File: config.mk
export PLATFORM = sky130hd
export DESIGN_NAME = egress_rr_arbiter
export DESIGN_NICKNAME = d
export VERILOG_FILES = /design/src/rtl/egress_rr_arbiter.sv
export SDC_FILE = /design/constraint.sdc
export NUM_CORES = 1
export LEC_CHECK = 0
export ABC_AREA = 0
export BUFFER_PORTS_ARGS = -buffer_cell sky130_fd_sc_hd__buf_2
export CAP_MARGIN = 30
export CELL_PAD_IN_SITES_DETAIL_PLACEMENT = 1
export CELL_PAD_IN_SITES_GLOBAL_PLACEMENT = 1
export CORE_AREA = 8 8 271 273
export CTS_BUF_LIST = sky130_fd_sc_hd__clkbuf_4 sky130_fd_sc_hd__clkbuf_8
export DETAILED_ROUTE_END_ITERATION = 16
export DIE_AREA = 0 0 279 281
export PLACE_DENSITY_LB_ADDON = 0.1
export SLEW_MARGIN = 10
export SYNTH_ARGS = -nofsm -noshare
export SYNTH_HDL_FRONTEND = slang
export SYNTH_SLANG_ARGS = --single-unit
File: constraint.sdc
create_clock -name clk -period 1.75 [get_ports clk]
set_input_delay 0.175 -clock clk [delete_from_list [all_inputs] [get_ports clk]]
set_output_delay 0.175 -clock clk [all_outputs]
set_load 0.02 [all_outputs]
File: src/rtl/egress_rr_arbiter.sv
// rtl/egress_rr_arbiter.sv - round-robin whole-packet scheduler for the shared egress packet path
module egress_rr_arbiter #(
    parameter int SRC_NUM = 4,
    parameter int DW      = 134
) (
    input  logic                   clk,
    input  logic                   reset,
    input  logic [SRC_NUM-1:0]     in_src_enable,
    input  logic [SRC_NUM*DW-1:0]  in_src_pkt_q,
    output logic [SRC_NUM-1:0]     out_src_pkt_rd,
    input  logic [SRC_NUM-1:0]     in_src_valid_empty,
    input  logic [SRC_NUM-1:0]     in_src_valid_q,
    output logic [SRC_NUM-1:0]     out_src_valid_rd,
    output logic                   out_egress_pkt_wr,
    output logic [DW-1:0]          out_egress_pkt,
    input  logic                   in_egress_pkt_almostfull,
    output logic                   out_egress_pkt_valid_wr,
    output logic                   out_egress_pkt_valid,
    output logic [SRC_NUM-1:0]     out_src_send_pkt_add,
    output logic [SRC_NUM-1:0]     out_src_discard_pkt_add
);

    localparam logic [1:0] IDLE     = 2'd0;
    localparam logic [1:0] SEND     = 2'd1;
    localparam logic [1:0] DISCARD  = 2'd2;

    // Word type field values in the top two bits of every packet word
    localparam logic [1:0] HDR_TAIL = 2'b10;

    logic [1:0]         state;
    logic [1:0]         state_nxt;
    logic [1:0]         grant;
    logic [1:0]         rr_ptr;

    logic [SRC_NUM-1:0] req;
    logic [1:0]         cand;
    logic [1:0]         pick;
    logic               pick_found;
    logic               arb_fire;

    logic [DW-1:0]      src_word [SRC_NUM];
    logic [DW-1:0]      cur_word;
    logic               cur_tail;
    logic               in_packet;

    // A source competes only when enabled and its valid FIFO holds a complete packet
    assign req = in_src_enable & ~in_src_valid_empty;

    genvar gi;
    for (gi = 0; gi < SRC_NUM; gi++) begin : g_unpack
        assign src_word[gi] = in_src_pkt_q[gi*DW +: DW];
    end

    assign cur_word  = src_word[grant];
    assign cur_tail  = (cur_word[DW-1 -: 2] == HDR_TAIL);
    assign in_packet = reset && ((state == SEND) || (state == DISCARD));

    // Scan requesters from rr_ptr+1 upward; the descending loop lets the nearest one win,
    // and the 4th candidate wraps back to rr_ptr itself as lowest priority
    always_comb begin
        pick       = rr_ptr;
        pick_found = 1'b0;
        cand       = rr_ptr;
        for (int k = SRC_NUM; k >= 1; k--) begin
            cand = rr_ptr + 2'(k);
            if (req[cand]) begin
                pick       = cand;
                pick_found = 1'b1;
            end
        end
    end

    // Arbitration happens only from IDLE, only with downstream headroom, never during reset
    assign arb_fire = reset && (state == IDLE) && !in_egress_pkt_almostfull && pick_found;

    // Read strobes: valid FIFO popped once at grant, pkt FIFO popped every cycle of the packet
    always_comb begin
        out_src_valid_rd = '0;
        out_src_pkt_rd   = '0;
        if (arb_fire) begin
            out_src_valid_rd[pick] = 1'b1;
        end
        if (in_packet) begin
            out_src_pkt_rd[grant] = 1'b1;
        end
    end

    // Next-state: good packets are forwarded, bad ones drained; both end on a tail word
    always_comb begin
        state_nxt = state;
        case (state)
            IDLE: begin
                if (arb_fire) begin
                    state_nxt = in_src_valid_q[pick] ? SEND : DISCARD;
                end
            end
            SEND, DISCARD: begin
                if (cur_tail) begin
                    state_nxt = IDLE;
                end
            end
            default: state_nxt = IDLE;
        endcase
    end

    // State, current grant and round-robin pointer; the pointer moves to the winner at every grant
    always_ff @(posedge clk or negedge reset) begin
        if (!reset) begin
            state  <= IDLE;
            grant  <= 2'd0;
            rr_ptr <= 2'd3;
        end else begin
            state <= state_nxt;
            if (arb_fire) begin
                grant  <= pick;
                rr_ptr <= pick;
            end
        end
    end

    // Registered egress outputs and per-source counters; everything defaults back to 0 each cycle
    always_ff @(posedge clk or negedge reset) begin
        if (!reset) begin
            out_egress_pkt_wr       <= 1'b0;
            out_egress_pkt          <= '0;
            out_egress_pkt_valid_wr <= 1'b0;
            out_egress_pkt_valid    <= 1'b0;
            out_src_send_pkt_add    <= '0;
            out_src_discard_pkt_add <= '0;
        end else begin
            out_egress_pkt_wr       <= 1'b0;
            out_egress_pkt          <= '0;
            out_egress_pkt_valid_wr <= 1'b0;
            out_egress_pkt_valid    <= 1'b0;
            out_src_send_pkt_add    <= '0;
            out_src_discard_pkt_add <= '0;
            if (state == SEND) begin
                out_egress_pkt_wr <= 1'b1;
                out_egress_pkt    <= cur_word;
                if (cur_tail) begin
                    out_egress_pkt_valid_wr     <= 1'b1;
                    out_egress_pkt_valid        <= 1'b1;
                    out_src_send_pkt_add[grant] <= 1'b1;
                end
            end else if ((state == DISCARD) && cur_tail) begin
                out_src_discard_pkt_add[grant] <= 1'b1;
            end
        end
    end

endmodule
==> metrics <==
Clock Sinks=150; Slew @ Worst Pin=0.827 ns; final worst slack=-0.534 ns; synthesized area=8270 µm²; CTS tree=done; r2r startpoint=grant[0]; crit path launch type=flop; Static Leak=9.37 nW; Yosys cell types=35; CP Cell Sequence=inv_2 > ha_4 > nand2_2 > a211o_1 > or3_4 > nor2_4 > buf_6; Mapped Nets=1096; Synth Area in Adders=0.00454; slew margin rel.=0.449; GR Util met3=0.0522; reg2reg path depth=7; commonest non-fill, non-tap cell in the layout=buf_2; Largest stage delay, worst path=0.44 ns; Clock Skew=0.0243 ns; M1 GR Usage=0.158; Simple-Gate Fraction of Synth Area=0.133; Pins Over Slew Limit=0; share of post-route cells with drive strength above 1=0.607; final HPWL from detailed placement=41500 µm; via count=9772; Iter 0 DRT Violations=242; CP Capture Type=output pin; global route hottest layer=met2; CP required=1.57 ns; Worst EP arrival=2.11 ns; Skew-Pair Late Insertion Delay=0.55 ns; maximum VDD drop=0.373 mV; root buf cell=clkbuf_8; Area growth syn-to-layout=134%; Core ar.=69300 µm²; Tot Pwr=0.0215 W; largest family of logic cells by synthesized area=multiplexers; fmax=438 MHz; critical-path cell with the highest stage delay=or3_4; clk buf depth=2; I/O Buffers=703; Starting Density=0.119; complex-gate fraction of the synthesized area=0.0151; I/O Pins=704; Sum Neg Setup Slack=-4.20 ns; grt met2 use=0.265; # fillers=7778; nets@finish=2294; largest net degree at the start of global routing=123; DRT Pass-1 Iters=4; most frequent cells in the layout=buf_2, dlygate4sd3_1, dfrtp_1; Syn Area/Cell=15.2 µm²; DR vias/cell=3.63; initial antenna violation count=8; total track usage=0.146; pwr dens=1110 nW/µm²; DRT Wirelength=58600 µm; reg-to-reg critical path endpoint=state[1]; setup slack, reg-to-reg=-0.31 ns; Num CTS Buffers=17; routed length per instance=21.7 µm; Reg clk slew, reported paths=0.09 ns; outcome=complete, but fails checks; die height=281 µm; die span in x=279 µm; Hold Path End=out_egress_pkt[57]; post-route minimum period=2.28 ns; Setup-failing EPs final=72; global-route wire length before repair=83000 µm; Mapped Cells=542; Hold Violations, Final=0; Hold Path Class=input pin to flop; critical path type=flop to output pin; RSZ-0062 raised after global routing=true; Ys Warns=0; number of nets with antenna violations after routing=0; vias in the first global route=11809; hold depth=3; Seq/Total Area, Yosys=0.454; violated checks=setup timing; Tcrit/Tclk final=1.31; # Max-Cap Violations=0; mux contribution to synthesized area=0.365; min-delay src=in_src_pkt_q[191]; Post-Synth XOR/XNOR Area=0; Worst path top cell family by delay=simple AND/OR/NAND/NOR gates; H-Tree Depth=4; Remaining DRCs=0; die footprint=78400 µm²; global route overflow=0; RePlAce Congestion=0.788; CP Max Fanout=3; Core Rows=97; crit path buf inv count=2; Seq cells post-synth=150
==> metrics by stage <==
step	setup slack (ns)	instance area [µm²]	util	cells	hold WS, ns
final	-0.534	19300	0.279	2695	0.0958
after global routing	-0.660	19300	0.279	2694	0.0234
after CTS	-0.664	19000	0.275	2684	0.0000144
after detailed placement	-0.218	13200	0.191	2178	0.419
after global placement	-0.182	13200	0.191	2178	0.416
after floorplan	-0.0381	8300	-	542	-0.121
==> final cells by class <==
cell class                      instances  area [µm²]  share of cell area
Clock buffer                           21         283              0.0146
Multi-Input combinational cell        339        4670               0.242
Tap cell                              940        1180              0.0608
Clock inverter                         10         145             0.00751
Timing Repair Buffer                 1227        9260               0.479
Antenna cell                            3        7.51            0.000388
Sequential cell                       150        3760               0.195
Inverter                                5        18.8            0.000971
==> flip-flops by register name, indices dropped and copies added, names as in the netlist <==
name	flops
out_src_discard_pkt_add	4
out_egress_pkt_wr	1
rr_ptr	2
out_src_send_pkt_add	4
grant	2
out_egress_pkt	134
state	2
out_egress_pkt_valid_wr	1
==> cell usage after synthesis (all sizes together) <==
master | number | share of area
a2111o | 1 | 0.0014
a211o | 2 | 0.0021
a211oi | 4 | 0.0036
a21boi | 2 | 0.0018
a21o | 1 | 0.00091
a21oi | 1 | 0.00060
a32o | 1 | 0.0012
and2 | 134 | 0.10
buf | 17 | 0.011
clkbuf | 31 | 0.014
dfrtp | 148 | 0.45
dfstp | 2 | 0.0064
ha | 3 | 0.0045
inv | 5 | 0.0023
mux4 | 134 | 0.37
nand2 | 13 | 0.0059
nand2b | 5 | 0.0038
nand3 | 1 | 0.00060
nand3b | 2 | 0.0018
nor2 | 15 | 0.0068
nor2b | 6 | 0.0054
nor3 | 4 | 0.0024
nor3b | 2 | 0.0018
o21a | 1 | 0.00091
o21ai | 1 | 0.00060
o2bb2ai | 1 | 0.0011
o31ai | 1 | 0.00091
or2 | 1 | 0.00076
or3 | 2 | 0.0015
or3b | 1 | 0.0011
==> worst max-delay path by stage <==
stage               startpoint                   to  cells past startpoint
floorplan             state[0]  out_src_valid_rd[2]                      6
global placement      grant[0]             state[1]                      6
detailed placement    grant[0]             state[1]                      6
CTS                  rr_ptr[1]  out_src_valid_rd[2]                      5
global route          state[0]  out_src_valid_rd[3]                      7
finish                state[1]  out_src_valid_rd[3]                      7
==> cell families (layout without fill, tap and decap cells) <==
logic type | count (synthesis) | in the layout
compound gates | 16 | 16
fa+ha+maj | 3 | 3
buf+inv | 53 | 1263
flops | 150 | 150
mux | 134 | 134
other cells | 0 | 3
simple gates | 186 | 186
==> worst min-delay path, cell delays in order <==
cell and delay, ns:
buf_2 0.08, mux4_2 0.22, and2_4 0.13
==> timing repair <==
| action | CTS | global route |
|---|---|---|
| resized for setup | 95 | 93 |
| pin swaps | 39 | 5 |
| setup endpoints to repair | 113 | 106 |
| gates cloned | 16 | 3 |
| hold buffers | 437 | 0 |
| hold endpoints to repair | 238 | 0 |
| buffers inserted | 22 | 12 |
==> where the power goes <==
part	internal, W	switching [W]
Sequential	0.00434	0.000312
Combinational	0.00738	0.00628
Clock	0.00154	0.00166
Total	0.0133	0.00825
==> metal layers <==
layer  routed length [µm]  vias to the layer above
met5                   49                        -
met4                 1280                        8
met3                 4040                       59
met2                31000                      409
met1                22200                     4853
li1                     -                     4443
Power figures use the tool's default switching activity.
